<file path="config.mk">
export PLATFORM = sky130hd
export DESIGN_NAME = hsv_to_rgb_pipe_flat
export DESIGN_NICKNAME = d
export VERILOG_FILES = /design/src/rtl/hsv_to_rgb_pipe_pkg.sv /design/src/rtl/hsv_to_rgb_pipe_if.sv /design/src/rtl/hsv_stage_ctl.sv /design/src/rtl/hsv_to_rgb_pipe.sv /design/src/flat_wrapper.sv
export SDC_FILE = /design/constraint.sdc
export NUM_CORES = 1
export LEC_CHECK = 0
export CORE_ASPECT_RATIO = 1.25
export CORE_MARGIN = 2
export CORE_UTILIZATION = 30
export CTS_BUF_LIST = sky130_fd_sc_hd__clkbuf_4
export CTS_CLUSTER_SIZE = 16
export DETAILED_ROUTE_END_ITERATION = 6
export PLACE_DENSITY = 0.5
export SYNTH_ARGS = -nofsm -noshare
export SYNTH_HDL_FRONTEND = slang
export SYNTH_SLANG_ARGS = --single-unit
</file>
<file path="constraint.sdc">
create_clock -name clk -period 9.6 [get_ports clk]
set_clock_uncertainty 0.1 [all_clocks]
set_input_delay 1.44 -clock clk [delete_from_list [all_inputs] [get_ports clk]]
set_output_delay 1.44 -clock clk [all_outputs]
set_load 0.01 [all_outputs]
</file>
<file path="src/rtl/hsv_to_rgb_pipe_pkg.sv">
// -----------------------------------------------------------------------------
// colour_pkg
// Shared definitions for the HSV-to-RGB converter:
//   - hue sextant constants and the compare-chain thresholds
//   - region_e, the 3-bit colour-wheel sextant index
//   - quantise(), 8-bit channel to W-bit channel scaling
// Configuration macro: HSV_TO_RGB_ROUND_EN
//   undefined : quantise truncates,        c*(2^W-1)/255
//   defined   : quantise rounds to nearest, (c*(2^W-1)+127)/255
// -----------------------------------------------------------------------------
package colour_pkg;

    localparam int unsigned HUE_SEXTANT = 43;
    localparam int unsigned REM_SCALE   = 6;
    localparam int unsigned N_THRESH    = 5;

    // Entry i is the lowest hue of region i+1 (multiples of HUE_SEXTANT).
    localparam logic [N_THRESH-1:0][7:0] SEXTANT_THRESH = {
        8'd215, 8'd172, 8'd129, 8'd86, 8'd43
    };

    typedef enum logic [2:0] {
        REGION_0 = 3'd0,
        REGION_1 = 3'd1,
        REGION_2 = 3'd2,
        REGION_3 = 3'd3,
        REGION_4 = 3'd4,
        REGION_5 = 3'd5
    } region_e;

    // Scale an 8-bit channel to w bits (w in 1..8). The divisor is a
    // constant, so this reduces to a multiply by a constant reciprocal.
    function automatic logic [7:0] quantise(input logic [7:0] c, input int unsigned w);
        logic [15:0] scale;
        logic [15:0] prod;
        scale = 16'((32'd1 << w) - 32'd1);
        prod  = 16'(c) * scale;
`ifdef HSV_TO_RGB_ROUND_EN
        prod  = prod + 16'd127;
`endif
        return 8'(prod / 16'd255);
    endfunction

endpackage

</file>
<file path="src/rtl/hsv_to_rgb_pipe_if.sv">
// -----------------------------------------------------------------------------
// hsv_to_rgb_pipe_if
// Pixel stream bundle for hsv_to_rgb_pipe: HSV input stream with user
// sideband, packed-RGB output stream with aligned sideband.
//   slave  : converter side (accepts HSV, produces RGB)
//   master : environment side (produces HSV, consumes RGB)
// Parameters: RGB_W (R_W+G_W+B_W of the converter), USER_W (sideband width).
// -----------------------------------------------------------------------------
interface hsv_to_rgb_pipe_if #(
    parameter int unsigned RGB_W  = 16,
    parameter int unsigned USER_W = 17
) ();

    logic              in_valid;
    logic              in_ready;
    logic [7:0]        in_h;
    logic [7:0]        in_s;
    logic [7:0]        in_v;
    logic [USER_W-1:0] in_user;
    logic              out_valid;
    logic              out_ready;
    logic [RGB_W-1:0]  out_rgb;
    logic [USER_W-1:0] out_user;

    modport slave (
        input  in_valid, in_h, in_s, in_v, in_user, out_ready,
        output in_ready, out_valid, out_rgb, out_user
    );

    modport master (
        output in_valid, in_h, in_s, in_v, in_user, out_ready,
        input  in_ready, out_valid, out_rgb, out_user
    );

endinterface

</file>
<file path="src/rtl/hsv_stage_ctl.sv">
// -----------------------------------------------------------------------------
// hsv_stage_ctl
// Valid-bit shift register and stall control for a lock-step pipeline.
// All stages advance together when the last stage is empty or being drained.
// Ports:
//   clk, reset    clock, synchronous active-high reset
//   in_valid      valid of the pixel offered to stage 1
//   out_ready     downstream accepts the last stage
//   advance       every stage loads this cycle
//   in_ready      upstream handshake ready (same as advance)
//   stage_valid   per-stage valid, [0] = first stage, [STAGES-1] = output
// -----------------------------------------------------------------------------
module hsv_stage_ctl #(
    parameter int unsigned STAGES = 3
) (
    input  logic              clk,
    input  logic              reset,
    input  logic              in_valid,
    input  logic              out_ready,
    output logic              advance,
    output logic              in_ready,
    output logic [STAGES-1:0] stage_valid
);

    logic [STAGES-1:0] valid_q;
    logic [STAGES-1:0] valid_d;

    always_comb begin
        advance = !valid_q[STAGES-1] || out_ready;
        valid_d = valid_q;
        if (advance) begin
            valid_d = {valid_q[STAGES-2:0], in_valid};
        end
    end

    always_ff @(posedge clk) begin
        if (reset) begin
            valid_q <= '0;
        end else begin
            valid_q <= valid_d;
        end
    end

    assign in_ready    = advance;
    assign stage_valid = valid_q;

endmodule

</file>
<file path="src/rtl/hsv_to_rgb_pipe.sv">
// -----------------------------------------------------------------------------
// hsv_to_rgb_pipe
// Three-stage pipelined HSV-to-RGB converter with user sideband and
// valid/ready flow control. Latency 3 cycles, throughput 1 pixel/clk.
//   stage 1: hue sextant split (region, scaled remainder), register s/v/user
//   stage 2: P/Q/T intermediates (16-bit products, >>8)
//   stage 3: channel select per region, grey bypass, quantise to R_W/G_W/B_W
// Ports:
//   clk    system clock
//   reset  synchronous active-high reset
//   bus    hsv_to_rgb_pipe_if.slave: in_valid/in_ready/in_h/in_s/in_v/in_user,
//          out_valid/out_ready/out_rgb ({r,g,b}, red in MSBs)/out_user
// Parameters: R_W, G_W, B_W (1..8), USER_W (>=1, must match the interface).
// Configuration macro: HSV_TO_RGB_ROUND_EN selects round-to-nearest
// quantisation (see colour_pkg); default truncates.
// -----------------------------------------------------------------------------
module hsv_to_rgb_pipe
    import colour_pkg::*;
#(
    parameter int unsigned R_W    = 5,
    parameter int unsigned G_W    = 6,
    parameter int unsigned B_W    = 5,
    parameter int unsigned USER_W = 17
) (
    input logic                 clk,
    input logic                 reset,
    hsv_to_rgb_pipe_if.slave    bus
);

    localparam int unsigned RGB_W = R_W + G_W + B_W;

    logic       advance;
    logic       in_ready_w;
    logic [2:0] stage_valid;

    hsv_stage_ctl #(
        .STAGES (3)
    ) u_stage_ctl (
        .clk         (clk),
        .reset       (reset),
        .in_valid    (bus.in_valid),
        .out_ready   (bus.out_ready),
        .advance     (advance),
        .in_ready    (in_ready_w),
        .stage_valid (stage_valid)
    );

    assign bus.in_ready  = in_ready_w;
    assign bus.out_valid = stage_valid[2];

    // ---------------- stage 1: sextant split ----------------
    region_e           region1_q, region1_d;
    logic [7:0]        rem1_q,    rem1_d;
    logic [7:0]        s1_q,      s1_d;
    logic [7:0]        v1_q,      v1_d;
    logic [USER_W-1:0] user1_q,   user1_d;

    region_e    region_c;
    logic [7:0] base_c;

    always_comb begin
        region_c = REGION_0;
        base_c   = '0;
        // Thresholds ascend, so the last one passed wins.
        for (int unsigned i = 0; i < N_THRESH; i++) begin
            if (bus.in_h >= SEXTANT_THRESH[i]) begin
                region_c = region_e'(3'(i + 1));
                base_c   = SEXTANT_THRESH[i];
            end
        end

        region1_d = region1_q;
        rem1_d    = rem1_q;
        s1_d      = s1_q;
        v1_d      = v1_q;
        user1_d   = user1_q;
        if (advance) begin
            region1_d = region_c;
            rem1_d    = 8'((bus.in_h - base_c) * REM_SCALE);
            s1_d      = bus.in_s;
            v1_d      = bus.in_v;
            user1_d   = bus.in_user;
        end
    end

    // ---------------- stage 2: intermediates ----------------
    region_e           region2_q, region2_d;
    logic [7:0]        p2_q,      p2_d;
    logic [7:0]        q2_q,      q2_d;
    logic [7:0]        t2_q,      t2_d;
    logic [7:0]        v2_q,      v2_d;
    logic              grey2_q,   grey2_d;
    logic [USER_W-1:0] user2_q,   user2_d;

    logic [15:0] s_rem_c;
    logic [15:0] s_nrem_c;
    logic [15:0] p_prod_c;
    logic [15:0] q_prod_c;
    logic [15:0] t_prod_c;

    always_comb begin
        s_rem_c  = 16'(s1_q) * 16'(rem1_q);
        s_nrem_c = 16'(s1_q) * 16'(8'd255 - rem1_q);
        p_prod_c = 16'(v1_q) * 16'(8'd255 - s1_q);
        q_prod_c = 16'(v1_q) * 16'(8'd255 - 8'(s_rem_c >> 8));
        t_prod_c = 16'(v1_q) * 16'(8'd255 - 8'(s_nrem_c >> 8));

        region2_d = region2_q;
        p2_d      = p2_q;
        q2_d      = q2_q;
        t2_d      = t2_q;
        v2_d      = v2_q;
        grey2_d   = grey2_q;
        user2_d   = user2_q;
        if (advance) begin
            region2_d = region1_q;
            p2_d      = 8'(p_prod_c >> 8);
            q2_d      = 8'(q_prod_c >> 8);
            t2_d      = 8'(t_prod_c >> 8);
            v2_d      = v1_q;
            grey2_d   = (s1_q == 8'd0);
            user2_d   = user1_q;
        end
    end

    // ---------------- stage 3: select and quantise ----------------
    logic [RGB_W-1:0]  rgb3_q,  rgb3_d;
    logic [USER_W-1:0] user3_q, user3_d;

    logic [7:0]     r8_c, g8_c, b8_c;
    logic [R_W-1:0] rq_c;
    logic [G_W-1:0] gq_c;
    logic [B_W-1:0] bq_c;

    always_comb begin
        unique case (region2_q)
            REGION_0: begin r8_c = v2_q; g8_c = t2_q; b8_c = p2_q; end
            REGION_1: begin r8_c = q2_q; g8_c = v2_q; b8_c = p2_q; end
            REGION_2: begin r8_c = p2_q; g8_c = v2_q; b8_c = t2_q; end
            REGION_3: begin r8_c = p2_q; g8_c = q2_q; b8_c = v2_q; end
            REGION_4: begin r8_c = t2_q; g8_c = p2_q; b8_c = v2_q; end
            REGION_5: begin r8_c = v2_q; g8_c = p2_q; b8_c = q2_q; end
            default:  begin r8_c = v2_q; g8_c = v2_q; b8_c = v2_q; end
        endcase

        // Zero saturation must reproduce v exactly; P would lose 1/256.
        if (grey2_q) begin
            r8_c = v2_q;
            g8_c = v2_q;
            b8_c = v2_q;
        end

        rq_c = R_W'(quantise(r8_c, R_W));
        gq_c = G_W'(quantise(g8_c, G_W));
        bq_c = B_W'(quantise(b8_c, B_W));

        rgb3_d  = rgb3_q;
        user3_d = user3_q;
        if (advance) begin
            rgb3_d  = {rq_c, gq_c, bq_c};
            user3_d = user2_q;
        end
    end

    // ---------------- registers ----------------
    always_ff @(posedge clk) begin
        if (reset) begin
            region1_q <= REGION_0;
            rem1_q    <= '0;
            s1_q      <= '0;
            v1_q      <= '0;
            user1_q   <= '0;
            region2_q <= REGION_0;
            p2_q      <= '0;
            q2_q      <= '0;
            t2_q      <= '0;
            v2_q      <= '0;
            grey2_q   <= 1'b0;
            user2_q   <= '0;
            rgb3_q    <= '0;
            user3_q   <= '0;
        end else begin
            region1_q <= region1_d;
            rem1_q    <= rem1_d;
            s1_q      <= s1_d;
            v1_q      <= v1_d;
            user1_q   <= user1_d;
            region2_q <= region2_d;
            p2_q      <= p2_d;
            q2_q      <= q2_d;
            t2_q      <= t2_d;
            v2_q      <= v2_d;
            grey2_q   <= grey2_d;
            user2_q   <= user2_d;
            rgb3_q    <= rgb3_d;
            user3_q   <= user3_d;
        end
    end

    assign bus.out_rgb  = rgb3_q;
    assign bus.out_user = user3_q;

endmodule

</file>
<file path="src/flat_wrapper.sv">
// flat-port wrapper written by rule: the top's interface ports become plain ports
module hsv_to_rgb_pipe_flat import colour_pkg::*;
#(
    parameter int unsigned R_W    = 5,
    parameter int unsigned G_W    = 6,
    parameter int unsigned B_W    = 5,
    parameter int unsigned USER_W = 17
)
  (clk, reset, bus_in_valid, bus_in_h, bus_in_s, bus_in_v, bus_in_user, bus_out_ready, bus_in_ready, bus_out_valid, bus_out_rgb, bus_out_user);
  hsv_to_rgb_pipe_if #(.RGB_W(16), .USER_W(USER_W)) bus_i ();
  input logic clk;
  input logic reset;
  input wire logic [$bits(bus_i.in_valid)-1:0] bus_in_valid;
  input wire logic [$bits(bus_i.in_h)-1:0] bus_in_h;
  input wire logic [$bits(bus_i.in_s)-1:0] bus_in_s;
  input wire logic [$bits(bus_i.in_v)-1:0] bus_in_v;
  input wire logic [$bits(bus_i.in_user)-1:0] bus_in_user;
  input wire logic [$bits(bus_i.out_ready)-1:0] bus_out_ready;
  output wire logic [$bits(bus_i.in_ready)-1:0] bus_in_ready;
  output wire logic [$bits(bus_i.out_valid)-1:0] bus_out_valid;
  output wire logic [$bits(bus_i.out_rgb)-1:0] bus_out_rgb;
  output wire logic [$bits(bus_i.out_user)-1:0] bus_out_user;
  assign bus_i.in_valid = bus_in_valid;
  assign bus_i.in_h = bus_in_h;
  assign bus_i.in_s = bus_in_s;
  assign bus_i.in_v = bus_in_v;
  assign bus_i.in_user = bus_in_user;
  assign bus_i.out_ready = bus_out_ready;
  assign bus_in_ready = bus_i.in_ready;
  assign bus_out_valid = bus_i.out_valid;
  assign bus_out_rgb = bus_i.out_rgb;
  assign bus_out_user = bus_i.out_user;
  hsv_to_rgb_pipe #(.R_W(R_W), .G_W(G_W), .B_W(B_W), .USER_W(USER_W)) u_core (.clk(clk), .reset(reset), .bus(bus_i));
endmodule
</file>
# Word-level counts from Yosys, hierarchy flattened
# Index checks and enable logic that the tools add are counted.
# op_classes
reduce_logical,7
mux,16
eq_ne,5
n_div,3
n_mul,9
order_cmp,5
n_addsub,5
# op_table
op,n
8-bit one-hot mux with 3 select lines,3
8-bit by 16-bit multiplier with 16-bit output,4
8-bit 2-to-1 mux,7
"8-bit by 8-bit subtractor with 9-bit output, first input constant",4
"13-bit by 8-bit divider with 16-bit output, second input constant",2
"32-bit by 2-bit multiplier with 7-bit output, second input constant",1
"8-bit by 5-bit multiplier with 13-bit output, second input constant",2
"8-bit >= comparator, second input constant",3
"14-bit by 8-bit divider with 16-bit output, second input constant",1
8-bit by 7-bit multiplier with 15-bit output,1
"8-bit by 6-bit multiplier with 14-bit output, second input constant",1
3-bit 2-to-1 mux,4
8-bit by 8-bit subtractor with 9-bit output,1
"8-bit by 6-bit >= comparator with 1-bit output, second input constant",1
"8-bit by 7-bit >= comparator with 1-bit output, second input constant",1
8-bit zero test,1
"3-bit by 2-bit == test with 1-bit output, second input constant",2
"3-bit == test, second input constant",2
6-bit 2-to-1 mux,1
2-bit OR reduction,3
"3-bit by 1-bit == test with 1-bit output, second input constant",1
3-bit zero test,1
1-bit zero test,1
1-bit logical OR,1
1-bit 2-to-1 mux,1
# totals
wordCells,65
ff_bits,132
in_bits,45

# Longest topological paths before layout
# Gate-level depths: netlist of the first run.
# depth
word_depth,8
depth_mapped,43
mapped_depth_nobuf,41

# By module
# From an unflattened synthesis of the first run, not the netlist that was laid out.
# hier_totals
cells_unflattened,2632
hier_area_um2,21778.4
# modules_own_cells
mod,area_per_inst_um2,cells_per_inst,n_inst,seq_area_each_um2
hsv_to_rgb_pipe,21642.0,2619,1,2582.5
hsv_stage_ctl,136.4,13,1,60.1

# Worst setup path after synthesis of the first run
# OpenSTA, ideal clock, no wires.
# synth_path
path_type,flip-flop to flip-flop
start,reg u_core.s1_q[0]
end,reg u_core.q2_q[7]
arrival_ps,8811
n_path_buf,3
setup_ps,118
required_time_ps,9382
slack_ps,571
period_less_slack_ps,9029
stages_incl_launch_ff,36
path_cell_list,dfxtp_1 clkbuf_1 clkbuf_1 nand2_1 fa_1 fa_1 fa_1 inv_1 fa_1 ha_1 a21o_1 a21oi_1 nor2b_1 nor2_1 nor2b_1 nor2_1 nor2b_1 o21a_1 o21a_1 o21a_1 or2_2 clkbuf_1 nand2_1 fa_1 fa_1 inv_1 fa_1 fa_1 ha_1 o21a_1 a2111oi_0 o31a_1 o21bai_1 a21oi_1 nand3_1 o2111a_1
# synth_via
elab_chain_len,3
# synth_lines
element,line_no,source
from (decl),hsv_to_rgb_pipe.sv:54,"logic [7:0] s1_q, s1_d;"
from (signal assigned),hsv_to_rgb_pipe.sv:170,s1_q <= '0;
from (signal assigned),hsv_to_rgb_pipe.sv:185,s1_q <= s1_d;
8-bit by 7-bit multiplier with 15-bit output,hsv_to_rgb_pipe.sv:102,s_rem_c = 16'(s1_q) * 16'(rem1_q);
8-bit by 8-bit subtractor with 9-bit output,hsv_to_rgb_pipe.sv:105,q_prod_c = 16'(v1_q) * 16'(8'd255 - 8'(s_rem_c >> 8));
8-bit by 16-bit multiplier with 16-bit output,hsv_to_rgb_pipe.sv:105,
to (signal assigned),hsv_to_rgb_pipe.sv:190,q2_q <= q2_d;
to (decl),hsv_to_rgb_pipe.sv:89,"logic [7:0] q2_q, q2_d;"
# Every way passes these cells.
# A chain may end at the register's enable or synchronous reset.

# Worst setup path after layout of the first run
# layout_path
start,reg u_core.rem1_q[1]
end,reg u_core.t2_q[7]
# layout_via
elab_chain_len,4
# layout_lines
element,line_no,source
from (decl),hsv_to_rgb_pipe.sv:53,"logic [7:0] rem1_q, rem1_d;"
from (signal assigned),hsv_to_rgb_pipe.sv:184,rem1_q <= rem1_d;
8-bit by 8-bit subtractor with 9-bit output,hsv_to_rgb_pipe.sv:103,s_nrem_c = 16'(s1_q) * 16'(8'd255 - rem1_q);
8-bit by 16-bit multiplier with 16-bit output,hsv_to_rgb_pipe.sv:103,
8-bit by 8-bit subtractor with 9-bit output,hsv_to_rgb_pipe.sv:106,t_prod_c = 16'(v1_q) * 16'(8'd255 - 8'(s_nrem_c >> 8));
8-bit by 16-bit multiplier with 16-bit output,hsv_to_rgb_pipe.sv:106,
to (signal assigned),hsv_to_rgb_pipe.sv:191,t2_q <= t2_d;
to (decl),hsv_to_rgb_pipe.sv:90,"logic [7:0] t2_q, t2_d;"
# Every way passes these cells.

==> results of run 1 <==
-- worst max path at each step --
stage | cells after the start | endpoint | start
after floorplan | 35 | u_core.q2_q[7] | u_core.s1_q[0]
after global placement | 37 | u_core.t2_q[7] | u_core.s1_q[2]
after detailed placement | 35 | u_core.q2_q[7] | u_core.rem1_q[4]
after CTS | 31 | u_core.t2_q[7] | u_core.s1_q[2]
after global routing | 38 | u_core.t2_q[7] | u_core.rem1_q[1]
final | 38 | u_core.t2_q[7] | u_core.rem1_q[1]
-- layout by cell type (no fill, tap or decap), types with 10 or more instances in the layout --
cell type / netlist / final
a211oi_1: 20 / 20
a21o_1: 30 / 30
a21oi_1: 216 / 213
a221oi_1: 12 / 11
a22oi_1: 10 / 10
a31oi_1: 15 / 14
and2_1: 82 / 82
and3_1: 19 / 19
buf_4: 5 / 91
clkbuf_4: 0 / 17
clkdlybuf4s50_1: 0 / 78
dfxtp_1: 132 / 124
fa_1: 218 / 218
ha_1: 246 / 246
inv_1: 311 / 310
mux2_2: 13 / 13
mux2i_1: 14 / 14
nand2_1: 375 / 375
nand2b_1: 82 / 82
nand3_1: 41 / 41
nand4_1: 15 / 15
nor2_1: 130 / 129
nor2b_1: 95 / 93
nor3_1: 48 / 48
nor4_1: 11 / 11
o211ai_1: 10 / 10
o21a_1: 20 / 20
o21ai_0: 66 / 64
o21ai_1: 8 / 10
o21bai_1: 13 / 12
o31ai_1: 11 / 11
or2_2: 16 / 16
or3_1: 16 / 16
xnor2_1: 75 / 74
xor2_1: 28 / 28
-- registers in the layout, indices dropped and copies added (netlist names) --
register,cells
u_core.bus.out_user,17
u_core.user1_q,17
u_core.user2_q,17
u_core.bus.out_rgb,16
u_core.p2_q,8
u_core.q2_q,8
u_core.s1_q,8
u_core.t2_q,8
u_core.v1_q,8
u_core.v2_q,8
u_core.rem1_q,7
u_core.region1_q,3
u_core.region2_q,3
u_core.u_stage_ctl.stage_valid,3
u_core.grey2_q,1
-- critical path: cells and delay by family (launching register included) --
family | cells | cell delay, ns
AOI/OAI and AO/OA | 14 | 2.88
and+or+nand+nor | 7 | 0.99
adders and majority gates | 10 | 4.01
DFF | 1 | 0.38
xor gates and xnor gates | 1 | 0.16
buffers and inverters | 6 | 0.43
-- cells by family after synthesis --
kind of cell / count (synthesis) / synth area share
AO/OA/AOI/OAI: 543 / 0.1694
multiplexers: 29 / 0.01447
flip-flops: 132 / 0.1227
buffers and inverters: 441 / 0.07809
XOR/XNOR: 105 / 0.04340
AND/OR/NAND/NOR: 976 / 0.2258
adder cells (fa/ha/maj): 465 / 0.3461
-- cell usage after synthesis, types with 14 or more instances --
library cell    n  area (sq um)
nand2_1       375          1408
inv_1         311          1167
ha_1          246          3078
fa_1          218          4364
a21oi_1       216          1081
dfxtp_1       132          2643
nor2_1        130         488.0
clkbuf_1      108         405.4
nor2b_1        95         594.3
and2_1         82         513.0
nand2b_1       82         513.0
xnor2_1        75         656.9
o21ai_0        66         330.3
nor3_1         48         240.2
nand3_1        41         205.2
a21o_1         30         225.2
xor2_1         28         245.2
a211oi_1       20         150.1
o21a_1         20         150.1
and3_1         19         118.9
or2_2          16         100.1
or3_1          16         100.1
a31oi_1        15         93.84
nand4_1        15         93.84
mux2i_1        14         140.1
-- timing repair --
action / in CTS / in global routing
buffers inserted: 0 / 0
resized for setup: 0 / 29
endpoints found under the setup margin: 0 / 13
-- routing by layer --
metal / part of all wire / track usage / up-vias
met2: 0.51 / 0.2936 / 269
met5: 0 / 0 / -
met3: 0.021 / 0.01658 / 79
met1: 0.44 / 0.1976 / 9016
li1: - / - / 9116
met4: 0.025 / 0.05444 / 0
-- final cells by class --
class | instances | share of cell area
antenna | 2 | 0.0002077
inverter | 311 | 0.04855
multi-input combinational | 2118 | 0.7175
timing repair buffer | 169 | 0.06075
clock inverter | 15 | 0.008463
sequential | 132 | 0.1103
tap | 943 | 0.04896
clock buffer | 17 | 0.005296
-- per-stage QoR --
stage	cells	setup WS (ns)	hold WS (ns)	utilization
6_report	3707	0.5590	0.3613	0.3398
5_1_grt	3706	0.02590	0.3807	0.3398
4_1_cts	3705	0.03959	0.3644	0.3385
3_5_place_dp	3673	0.1129	0.3440	0.3338
3_3_place_gp	3673	0.2776	0.3379	0.3338
2_1_floorplan	2691	0.5714	0.3321	-
==> impl_results.md, run 1 <==
- Outcome: finished clean
- Worst Setup End Kind: flip-flop
- CP startpoint kind: flip-flop
- Die height: between 300 and 400 um
- Cts bufs inserted: 17
- Hold EP: u_core.user1_q[8]
- Worst reg2reg path depth: 38
- Flop2flop setup slack: 0.56 ns
- Final worst path period share: 0.9418
- Post-synth EDFFs: 0
- Pins over their slew limit: 0
- Reg2reg start: u_core.rem1_q[1]
- Minimum clock period: 9.041 ns
- Fmax: 110.6 MHz
- Max_cap viols: 0
- Worst Path Max Fanout: 12
- GRT overflow: 0
- Synth-to-Final Area Change: 11.91%
- Global-route wire length before repair: 97.79 mm
- Gr usage total: 0.1610
- Top_reg_cell synth: dfxtp_1
- Avg Inst Size Synth: 8.002 sq um
- Worst Hold Class: reg2reg
- Worst Hold Launch: u_core.user1_q[8]
- Hold-fix buffers, CTS: 0
- H-tree depth: 4
- Worst r2r dst: u_core.t2_q[7]
- Core area: 70,920 sq um
- Total negative slack: 0 ns
- Slew headroom: 0.3673
- Initial antenna violation count: 1
- Die area: approximately 74,000 sq um
- Synthesis-stage register bit count: 132
- Clock latency on the worst-skew pair: between 0.7 and 0.8 ns
- Reg area: between 2000 and 3000 sq um
- Distinct cells, synth: 110
- Crit path arrival time: 9.56 ns
- RSZ-0062 raised after global routing: false
- FFs w/ async S/R, synth: 0
- Drt first-iter violations: 854
- CP dominant cell by count: fa_1
- Setup violators final: 0
- Longest Clk Path Bufs: 2
- DIE WIDTH: around 240 um
- Ports: 80
- Clock root buffer: clkbuf_4
- Remaining DRCs: 0
- GPL Wtd Cong: 0.8780
- Final HPWL DP: around 46 mm
- Syn Inst Count: 2,691
- Total Routed Length: 58.22 mm
- PortBufs: 79
- Share of layout cells above drive strength 1: 0.08110
- Critical Path RT: 10.12 ns
- Final net count: roughly 3,300
- Fill cells: around 7,500
- Drt wl/cell: 15.71 um
- Max stage delay cell, worst path: fa_1
- Multi-input logic area: 17,290 sq um
- Pin count of the biggest net entering global routing: 83
- Vias/cell: 4.985
- Drt pass-1 iters: 6
- Crit path kind: reg2reg
- Critical path's largest stage delay: 0.53 ns
- Final ANT Viol Nets: 0
- Synth Cell Area: roughly 22,000 sq um
- Initial Utilization: 0.3037
- Post-Place Cell Area: between 20,000 and 25,000 sq um
- TritonCTS clock tree: yes
- Via count: 18,480
- Cell Rows: 109
- Syn Nets: about 3,200
- Synth warn: 0
- Post-synthesis sequential area ratio: 0.1227
- Number of global-route vias before repair: 19,170
- Worst Max-Slew Pin Slew: 0.9391 ns
- CTS clk-pin slew, worst paths: approximately 0.16 ns
- Hold Path Depth: 2
- Final std cell area, no fill: between 20,000 and 25,000 sq um
- Sink Count: between 100 and 150
- Final Hold Viols: 0
Power of run 1 is left out: the tool's default activity adds up to more than one toggle a clock period on the data nets, which glitch-free logic cannot reach.
==> run 2: changes to the inputs <==
--- a/config.mk
+++ b/config.mk
@@ -12,6 +12,8 @@
 export CTS_CLUSTER_SIZE = 16
 export DETAILED_ROUTE_END_ITERATION = 6
 export PLACE_DENSITY = 0.5
+export REMOVE_ABC_BUFFERS = 1
 export SYNTH_ARGS = -nofsm -noshare
 export SYNTH_HDL_FRONTEND = slang
+export SYNTH_HIERARCHICAL = 1
 export SYNTH_SLANG_ARGS = --single-unit
==> run 2 against run 1 <==
Against the previous run: sequential share of layout area is 0.17 points lower; core utilization hardly changed; clock-buffer cell count is 1 higher; sequential cell count stayed put; critical path depth is 2 higher; worst setup slack better by 0.0098 ns.
==> impl_results.md, run 2 <==
- Post-Place Cell Area: 23,990 sq um
- RSZ-0062 raised after global routing: false
- H-tree depth: 4
- Post-synth EDFFs: 0
- Total negative slack: 0 ns
- Distinct cells, synth: 107
- Largest area contributor in the netlist: fa_1
- Crit path arrival time: 9.53 ns
- Number of global-route vias before repair: 19,030
- Worst Path Max Fanout: 11
- Share of layout cells above drive strength 1: 0.07791
- Placed cell count: ~3,600
- GRT overflow: 0
- Synth Cell Area: 21,780 sq um
- Max_cap viols: 0
- CP dominant cell by count: inv_1
- Critical Path RT: 10.10 ns
- Synth warn: 6
- Core area: 71,980 sq um
- Gr usage total: 0.1615
- Slew headroom: 0.3786
- Layout Utilization: 0.3394
- Reg area: 2651 sq um
- Longest Clk Path Bufs: 2
- Non-Filler Instances: 3,675
- Final ANT Viol Nets: 0
- Crit path kind: reg2reg
- Ports: 80
- Worst Setup End Kind: flip-flop
- Worst Max-Slew Pin Slew: 0.9321 ns
- Post-synth top cells: inv_1, nor2_1, ha_1
- Drt first-iter violations: 861
- DIE WIDTH: approximately 240 um
- PortBufs: 79
- Outcome: finished clean
- Vias/cell: 4.920
- Via count: 18,080
- Setup violators final: 0
- Pin count of the biggest net entering global routing: 58
- Max stage delay cell, worst path: fa_1
- Final std cell area, no fill: 24,430 sq um
- Remaining DRCs: 0
- Commonest non-fill, non-tap cell in the layout: inv_1
- Avg Inst Size Synth: 8.274 sq um
- Initial Utilization: 0.3026
- Multi-input logic area: 17,470 sq um
- Die area: 74,780 sq um
- Count leader, synth: inv_1
- Critical path's largest stage delay: 0.53 ns
- Total Routed Length: 58.34 mm
- Pins over their slew limit: 0
- Final net count: 3,225
- Fill cells: 7,526
- Fmax: roughly 110 MHz
- Hold Path Depth: 2
- Drt pass-1 iters: 5
- Syn Inst Count: 2,632
- Minimum clock period: 9.031 ns
- Worst reg2reg path depth: 40
- GPL Wtd Cong: 0.8707
- Drt wl/cell: 15.87 um
- Commonest cells after routing, fill and taps aside: inv_1, nor2_1, ha_1
- Cts bufs inserted: 17
- Global-route wire length before repair: just under 100 mm
- Synth-to-Final Area Change: 12.17%
- Post-synthesis sequential area ratio: 0.1213
- Final worst path period share: 0.9407
- TritonCTS clock tree: yes
- Worst Hold Class: reg2reg
- Post-synth top area share: 0.2041
- CTS clk-pin slew, worst paths: roughly 0.17 ns
- Synth top area cells: fa_1, ha_1, dfxtp_1, inv_1, mux2i_1
- Final HPWL DP: 46.51 mm
- Initial antenna violation count: 2
- Synthesis-stage register bit count: 132
- Die height: 305.2 um
- Clock root buffer: clkbuf_4
- Sink Count: 132
- CP startpoint kind: flip-flop
- Final Hold Viols: 0
- Clock latency on the worst-skew pair: slightly above 0.7 ns
- Top_reg_cell synth: dfxtp_1
- FFs w/ async S/R, synth: 0
- Hold-fix buffers, CTS: 0
- Cell Rows: 110
==> run 2: cell types whose count changed after synthesis, moves of 11 or more <==
cell | previous run | this run
and2_1 | 82 | 65
nand2_1 | 375 | 186
nor2_1 | 130 | 283
nor2b_1 | 95 | 113
nand2b_1 | 82 | 63
mux2i_1 | 14 | 110
a221oi_1 | 12 | 1
inv_1 | 311 | 356
clkbuf_1 | 108 | 77
a21oi_1 | 216 | 114
==> run 2: critical path: cells and delay by family, from the launching register on <==
| kind | cells | cell delay [ns] |
|---|---|---|
| flops | 1 | 0.36 |
| xor+xnor | 1 | 0.14 |
| simple gates | 8 | 1.30 |
| fa+ha+maj | 10 | 4.04 |
| buf+inv | 8 | 0.57 |
| compound gates | 13 | 2.42 |
==> run 2: cells by family (layout without fill, tap and decap cells) <==
logic type	count (synthesis)	in the layout	synth area share
buffers and inverters	465	554	0.08106
and+or+nand+nor	900	900	0.2070
AOI/OAI and AO/OA	437	437	0.1440
adders and majority gates	473	473	0.3482
muxes	120	120	0.05584
other	0	2	0
DFF	132	132	0.1213
xor gates and xnor gates	105	105	0.04257
==> run 2: timing repair <==
| item | 4_1_cts | 5_1_grt |
|---|---|---|
| endpoints found under the hold margin | 0 | 0 |
| buffers inserted | 0 | 0 |
| gates resized for setup | 0 | 30 |
| setup endpoints to repair | 0 | 11 |
==> run 2: final cells by class <==
cell class / instances / share of cell area
flip-flops and latches: 132 / 0.1085
clock inverters: 14 / 0.007888
repair buffers: 164 / 0.05870
diodes: 2 / 0.0002049
clock buffers: 18 / 0.005532
multi-input cells: 2035 / 0.7152
inverters: 358 / 0.05521
well taps: 952 / 0.04876
==> run 2: through the flow <==
step           hold WS (ns)  setup slack [ns]
2_1_floorplan        0.3264            0.2631
3_3_place_gp         0.3454            0.2244
3_5_place_dp         0.3567           0.07842
4_1_cts              0.3824           0.01618
5_1_grt              0.4135           0.01172
6_report             0.3838            0.5688
==> run 2: routing by layer <==
metal,track usage,part of all wire
met1,0.1897,0.42
met2,0.2992,0.52
met3,0.01765,0.022
met4,0.05956,0.032
met5,0,0
==> run 2: final timing paths <==
| path | from | to | slack [ns] |
|---|---|---|---|
| worst max register to register | u_core/rem1_q[1] | u_core/t2_q[7] | 0.57 |
| worst min-delay path | u_core/u_stage_ctl/stage_valid[1] | u_core/u_stage_ctl/stage_valid[2] | 0.38 |
| worst min register to register | u_core/u_stage_ctl/stage_valid[1] | u_core/u_stage_ctl/stage_valid[2] | 0.38 |
| worst max-delay path | u_core/rem1_q[1] | u_core/t2_q[7] | 0.57 |
Power of run 2 is left out for the same reason.
